### src/rtl/seg_addr_pkg.sv
`default_nettype none
// +----------------------------------------------------------------------------+
// | seg_addr_pkg                                                               |
// | Shared types and helpers for the segmented address sequencer family.      |
// | Revision: 1.0                                                              |
// +----------------------------------------------------------------------------+
package seg_addr_pkg;

  // Wide enough for any length/address arithmetic done through min3.
  localparam int unsigned WIDE_W = 128;
  typedef logic [WIDE_W-1:0] wide_t;

  typedef enum logic [2:0] {
    ST_IDLE = 3'd0,
    ST_CALC = 3'd1,
    ST_EMIT = 3'd2,
    ST_ADD  = 3'd3,
    ST_SUB  = 3'd4,
    ST_DONE = 3'd5
  } state_e;

  function automatic int unsigned calc_nseg(input int unsigned addr_w,
                                            input int unsigned chunk_w);
    return (addr_w + chunk_w - 1) / chunk_w;
  endfunction

  function automatic wide_t min3(input wide_t a, input wide_t b, input wide_t c);
    wide_t m;
    m = (a < b) ? a : b;
    return (m < c) ? m : c;
  endfunction

endpackage
`default_nettype wire

### src/rtl/seg_carry_adder.sv
`default_nettype none
// +----------------------------------------------------------------------------+
// | seg_carry_adder                                                            |
// | Accumulating adder that adds one CHUNK_W slice per cycle, LSB first.      |
// | Revision: 1.0                                                              |
// +----------------------------------------------------------------------------+
module seg_carry_adder
  import seg_addr_pkg::*;
#(
  parameter int unsigned WIDTH   = 64,
  parameter int unsigned CHUNK_W = 16
) (
  input  logic             clk,
  input  logic             rst,
  input  logic             load_i,
  input  logic [WIDTH-1:0] load_val_i,
  input  logic             start_i,
  input  logic [WIDTH-1:0] addend_i,
  output logic [WIDTH-1:0] sum_o,
  output logic             done_o
);

  localparam int unsigned NSEG  = calc_nseg(WIDTH, CHUNK_W);
  localparam int unsigned PAD_W = NSEG * CHUNK_W;
  localparam int unsigned IDX_W = (NSEG > 1) ? $clog2(NSEG) : 1;
  localparam logic [IDX_W-1:0] LAST_IDX = IDX_W'(NSEG - 1);

  logic [WIDTH-1:0] acc_q, acc_d;
  logic [WIDTH-1:0] addend_q, addend_d;
  logic [IDX_W-1:0] idx_q, idx_d;
  logic             carry_q, carry_d;
  logic             run_q, run_d;

  logic [PAD_W-1:0] acc_pad, addend_pad, next_pad;
  logic [CHUNK_W:0] seg_sum;

  always_comb begin
    // Padding lets the narrower top segment share the slice logic; bits above
    // WIDTH (and the final carry) are dropped, giving modulo-2^WIDTH wrap.
    acc_pad    = PAD_W'(acc_q);
    addend_pad = PAD_W'(addend_q);
    seg_sum    = {1'b0, acc_pad[idx_q*CHUNK_W +: CHUNK_W]}
               + {1'b0, addend_pad[idx_q*CHUNK_W +: CHUNK_W]}
               + {{CHUNK_W{1'b0}}, carry_q};
    next_pad   = acc_pad;
    next_pad[idx_q*CHUNK_W +: CHUNK_W] = seg_sum[CHUNK_W-1:0];

    acc_d    = acc_q;
    addend_d = addend_q;
    idx_d    = idx_q;
    carry_d  = carry_q;
    run_d    = run_q;
    done_o   = run_q && (idx_q == LAST_IDX);

    if (load_i) begin
      acc_d   = load_val_i;
      run_d   = 1'b0;
      carry_d = 1'b0;
      idx_d   = '0;
    end else if (start_i) begin
      addend_d = addend_i;
      run_d    = 1'b1;
      carry_d  = 1'b0;
      idx_d    = '0;
    end else if (run_q) begin
      acc_d   = next_pad[WIDTH-1:0];
      carry_d = seg_sum[CHUNK_W];
      idx_d   = idx_q + 1'b1;
      if (done_o) run_d = 1'b0;
    end
  end

  always_ff @(posedge clk) begin
    if (rst) begin
      acc_q    <= '0;
      addend_q <= '0;
      idx_q    <= '0;
      carry_q  <= 1'b0;
      run_q    <= 1'b0;
    end else begin
      acc_q    <= acc_d;
      addend_q <= addend_d;
      idx_q    <= idx_d;
      carry_q  <= carry_d;
      run_q    <= run_d;
    end
  end

  assign sum_o = acc_q;

endmodule
`default_nettype wire

### src/rtl/segmented_address_sequencer.sv
`default_nettype none
// +----------------------------------------------------------------------------+
// | segmented_address_sequencer                                                |
// | Splits a (start, length) transfer into burst descriptors over valid/ready.|
// | Optional boundary split: define SEG_ADDR_BOUNDARY_SPLIT_EN.                |
// | Revision: 1.0                                                              |
// +----------------------------------------------------------------------------+
module segmented_address_sequencer
  import seg_addr_pkg::*;
#(
  parameter int unsigned ADDR_W    = 64,
  parameter int unsigned LEN_W     = 36,
  parameter int unsigned CHUNK_W   = 16,
  parameter int unsigned MAX_BURST = 4096,
  parameter int unsigned BOUNDARY  = 4096
) (
  input  logic              clk,
  input  logic              rst,
  input  logic              init_i,
  input  logic [ADDR_W-1:0] init_addr_i,
  input  logic [LEN_W-1:0]  init_len_i,
  output logic              desc_valid_o,
  input  logic              desc_ready_i,
  output logic [ADDR_W-1:0] desc_addr_o,
  output logic [LEN_W-1:0]  desc_size_o,
  output logic              desc_last_o,
  output logic [LEN_W-1:0]  remaining_len_o,
  output logic              busy_o,
  output logic              complete_o
);

  if ((MAX_BURST == 0) || (CHUNK_W == 0) || (BOUNDARY == 0) ||
      ((BOUNDARY & (BOUNDARY - 1)) != 0)) begin : g_param_check
    $error("segmented_address_sequencer: illegal MAX_BURST/CHUNK_W/BOUNDARY");
  end

  state_e            state_q, state_d;
  logic [LEN_W-1:0]  remaining_q, remaining_d;
  logic [LEN_W-1:0]  size_q, size_d;
  logic              last_q, last_d;

  logic              add_load, add_start, add_done;
  logic [ADDR_W-1:0] addr;
  wide_t             room;
  logic [LEN_W-1:0]  burst;

  seg_carry_adder #(
    .WIDTH   (ADDR_W),
    .CHUNK_W (CHUNK_W)
  ) u_adder (
    .clk        (clk),
    .rst        (rst),
    .load_i     (add_load),
    .load_val_i (init_addr_i),
    .start_i    (add_start),
    .addend_i   (ADDR_W'(size_q)),
    .sum_o      (addr),
    .done_o     (add_done)
  );

`ifdef SEG_ADDR_BOUNDARY_SPLIT_EN
  assign room = wide_t'(BOUNDARY) - (wide_t'(addr) & wide_t'(BOUNDARY - 1));
`else
  assign room = wide_t'(MAX_BURST);
`endif

  assign burst = LEN_W'(min3(wide_t'(remaining_q), wide_t'(MAX_BURST), room));

  always_comb begin
    state_d     = state_q;
    remaining_d = remaining_q;
    size_d      = size_q;
    last_d      = last_q;
    add_start   = 1'b0;
    add_load    = 1'b0;

    case (state_q)
      ST_CALC: begin
        size_d  = burst;
        last_d  = (burst == remaining_q);
        state_d = ST_EMIT;
      end
      ST_EMIT: begin
        if (desc_ready_i) begin
          add_start = 1'b1;
          state_d   = ST_ADD;
        end
      end
      ST_ADD: begin
        if (add_done) state_d = ST_SUB;
      end
      ST_SUB: begin
        remaining_d = remaining_q - size_q;
        state_d     = (remaining_q == size_q) ? ST_DONE : ST_CALC;
      end
      default: ;
    endcase

    // A new command abandons whatever is in flight, including a running add.
    if (init_i) begin
      add_load    = 1'b1;
      add_start   = 1'b0;
      remaining_d = init_len_i;
      state_d     = (init_len_i == '0) ? ST_DONE : ST_CALC;
    end
  end

  always_ff @(posedge clk) begin
    if (rst) begin
      state_q     <= ST_IDLE;
      remaining_q <= '0;
      size_q      <= '0;
      last_q      <= 1'b0;
    end else begin
      state_q     <= state_d;
      remaining_q <= remaining_d;
      size_q      <= size_d;
      last_q      <= last_d;
    end
  end

  assign desc_valid_o    = (state_q == ST_EMIT);
  assign desc_addr_o     = addr;
  assign desc_size_o     = size_q;
  assign desc_last_o     = last_q;
  assign remaining_len_o = remaining_q;
  assign busy_o          = (state_q == ST_CALC) || (state_q == ST_EMIT) ||
                           (state_q == ST_ADD)  || (state_q == ST_SUB);
  assign complete_o      = (state_q == ST_DONE);

endmodule
`default_nettype wire

### config.mk
export PLATFORM = sky130hd
export DESIGN_NAME = segmented_address_sequencer
export DESIGN_NICKNAME = d
export VERILOG_FILES = /design/src/rtl/seg_addr_pkg.sv /design/src/rtl/seg_carry_adder.sv /design/src/rtl/segmented_address_sequencer.sv
export SDC_FILE = /design/constraint.sdc
export NUM_CORES = 1
export LEC_CHECK = 0
export ABC_AREA = 1
export CAP_MARGIN = 10
export CORE_MARGIN = 1
export CORE_UTILIZATION = 47
export DETAILED_ROUTE_END_ITERATION = 10
export PLACE_DENSITY_LB_ADDON = 0.1
export SLEW_MARGIN = 20
export SYNTH_ARGS = -nofsm -noshare
export SYNTH_HDL_FRONTEND = slang
export SYNTH_HIERARCHICAL = 1
export SYNTH_SLANG_ARGS = --single-unit
### constraint.sdc
create_clock -name clk -period 8.7 [get_ports clk]
set_input_delay 2.61 -clock clk [delete_from_list [all_inputs] [get_ports clk]]
set_output_delay 2.61 -clock clk [all_outputs]
set_load 0.005 [all_outputs]
==> summary.md <==
| Metric | Value |
|---|---|
| Status | completed |
| Gpl congestion | 0.956 |
| Root buf cell | clkbuf_16 |
| Ys flop type | dfxtp_1 |
| CP startpoint kind | primary input |
| Sw frac | 0.318 |
| Die width | ~170 um |
| Initial core utilization | 0.481 |
| Post-layout power | 0.00275 W |
| Slew margin rel. | 0.241 |
| Max Freq | 197 MHz |
| MaxCap Viol Count | 0 |
| Max VDD drop | between 0.00015 and 0.0002 V |
| Max-slew violations | 0 |
| FF-to-FF setup slack | approximately 5200 ps |
| Clk buf depth | 3 |
| Die Span Y | around 170 um |
| Post-synth top area share | 0.320 |
| Vias per cell | roughly 5.4 |
| Die area | about 28000 sq um |
| Async SR Flop Fraction | 0 |
| Clock transition at the registers of the reported paths | 60 ps |
| Share of layout cells above drive strength 1 | 0.0505 |
| PostCTS Resize Cnt | 0 |
| Area Overhead vs Synth | 26.4% |
| CTS tree | done |
| Dpl cells | roughly 2600 |
| Final non-filler cell total | approximately 2600 |
| Slew at the pin with the worst max-slew slack | around 1100 ps |
| Final Critical Period | between 5000 and 6000 ps |
| Hold_buf cts | 0 |
| DRT antenna net count | 0 |
| Crit Path Category | in -> reg |
| Clk_lat worst skew | 530 ps |
| Clk sinks | between 200 and 250 |
| TritonRoute pass-1 iters | 6 |
| Post-layout net count | roughly 2400 |
| Synth Instances | 2029 |
| Setup Buffers After CTS | 0 |
| Final Hold Viols | 0 |
| Row cnt | 60 |
| Final period util | 0.583 |
| Total track usage | 0.330 |
| Most frequent cells in the layout | nand2_1, nor2_1, inv_1, clkdlybuf4s50_1, dfxtp_1 |
| Final setup vio count | 0 |
| Number of global-route vias before repair | 13500 |
| Max incr delay on CP | 820 ps |
| Seq pwr share | 0.377 |
| Sw power | about 0.00087 W |
| Crit path max fanout | 20 |
| Slowest cell on crit path | a21oi_2 |
| Largest net degree at the start of global routing | 99 |
| Remaining Overflow, GRT | 0 |
| DP Wirelength | 35600 um |
| Top Ports | 244 |
| Pleak | 7.50 nW |
| Sequential-to-total area share from yosys stat | 0.320 |
| Power per cell area | roughly 170 nW/um^2 |
| CTS H-tree lvls | 1 |
| Synthesized area per cell | between 6 and 7 sq um |
| IO Port Bufs | about 240 |
| Most frequent CP cell | nor2_1 |
| # DRC | 0 |
| Number of synthesized flops with an enable pin | 0 |
| Combinational share of power | 0.242 |
| Yosys cell types | 50 |
| Sum of negative setup slack | 0 ps |
| Via count | 14300 |
| TritonCTS buffer count | 25 |
| Unrepaired setup endpoints after global routing | false |
| CP Data Required Time | 9080 ps |
| Most common cell after layout, fill and taps aside | nand2_1 |
| YS warnings | 6 |
| Inserted Diodes | 0 |
| Tightest Hold Check Type | reg -> reg |
| Mapped Area | 13000 sq um |
| First-pass GRT wire length | 73900 um |
| Core Util, Final | 0.608 |
| CP Cell Sequence | clkdlybuf4s50_1, inv_1, nor3_2, nor2_4, a21oi_2, nor2_1, a31oi_1, nor2_1 |
| Filler instances | between 2000 and 3000 |
| Crit end category | flip-flop |
| Core box area | ~27000 sq um |
| Clock power share | 0.381 |
| Initial DRC count | about 1300 |
| Clock skew | 11.6 ps |
| CP arrival | 5450 ps |
| Initial antenna violation count | 0 |
| Int Power | about 0.0019 W |
| Area contributors post-synth | dfxtp_1, nand2_1, nor2_1, inv_1, o21ai_0 |
| Drt total wl | 48200 um |
| Avg WL per Cell | roughly 18 um |
| Seq cells post-synth | roughly 210 |
| Post-synth top area cell | dfxtp_1 |
[critical path: cells and delay by family]
family                 cells  cell delay, ps
AOI/OAI and AO/OA          2            1100
buffers and inverters      2             500
and+or+nand+nor            4            1220
[final timing paths]
| path | start | endpoint | depth (start not counted) |
|---|---|---|---|
| worst max-delay path | desc_ready_i | u_adder/sum_o[40]$_SDFFE_PP0P_ | 8 |
| worst min-delay path | u_adder/sum_o[18]$_SDFFE_PP0P_ | u_adder/sum_o[18]$_SDFFE_PP0P_ | 2 |
| worst max register to register | u_adder/idx_q[0]$_SDFFE_PP0P_ | u_adder/sum_o[23]$_SDFFE_PP0P_ | 14 |
| worst min register to register | u_adder/sum_o[18]$_SDFFE_PP0P_ | u_adder/sum_o[18]$_SDFFE_PP0P_ | 2 |
[per-stage QoR]
step	hold slack (ps)	setup slack, ps	area [sq um]
5_1_grt	518	3370	16500
2_1_floorplan	470	4110	13100
4_1_cts	504	3300	16500
3_3_place_gp	489	2770	15700
3_5_place_dp	490	2750	15700
6_report	506	3630	16500
[cells by family after synthesis]
group	after synthesis	synth area share
simple gates	967	0.315
compound gates	410	0.182
buf+inv	368	0.113
flops	208	0.320
fa+ha+maj	57	0.0565
xor+xnor	18	0.0127
other cells	1	0.000288
[power by group through the flow]
stage	Combinational, W	Sequential [W]	Clock [W]
after floorplan	0.000411	0.00104	0
after global placement	0.000645	0.00106	0
after detailed placement	0.000651	0.00106	0
after CTS	0.000655	0.00104	0.00106
after global routing	0.000730	0.00104	0.00109
final	0.000664	0.00104	0.00105
[per-layer routing]
metal  GRT usage  share of wire
met5           0              0
met4       0.138          0.039
met3      0.0330          0.051
met2       0.587           0.49
met1       0.407           0.42
[area by class of cell]
type	count	area [sq um]	share of cell area
clock buffer	30	684	0.0415
clock inverter	13	130	0.00790
inverter	274	1030	0.0624
multi-input combinational	1480	7510	0.456
sequential	208	4170	0.253
tap	372	465	0.0283
timing repair buffer	252	2490	0.151
[flip-flops by register name, indices dropped and copies added, names as in the netlist]
register and count:
remaining_len_o 36, u_adder/addend_pad 64, state_q 3, desc_size_o 36, u_adder/idx_q 2, desc_last_o 1, u_adder/run_q 1, u_adder/sum_o 64
u_adder/carry_q 1
[synthesized netlist by cell type, drive strengths merged, types with 2 or more instances]
cell type and n:
nand4 37, a21oi 119, xor2 14, nor4 14, o21ai 156, fa 3
o21bai 10, clkbuf 58, inv 273, nor3 44, a31oi 46, xnor2 4
buf 36, ha 54, a2bb2oi 2, dfxtp 208, nor2 289, a221oi 3
nand2 473, nand3b 5, a21o 2, a22o 33, nand3 95, o22ai 38
or2 8
Power figures use the tool's default switching activity.
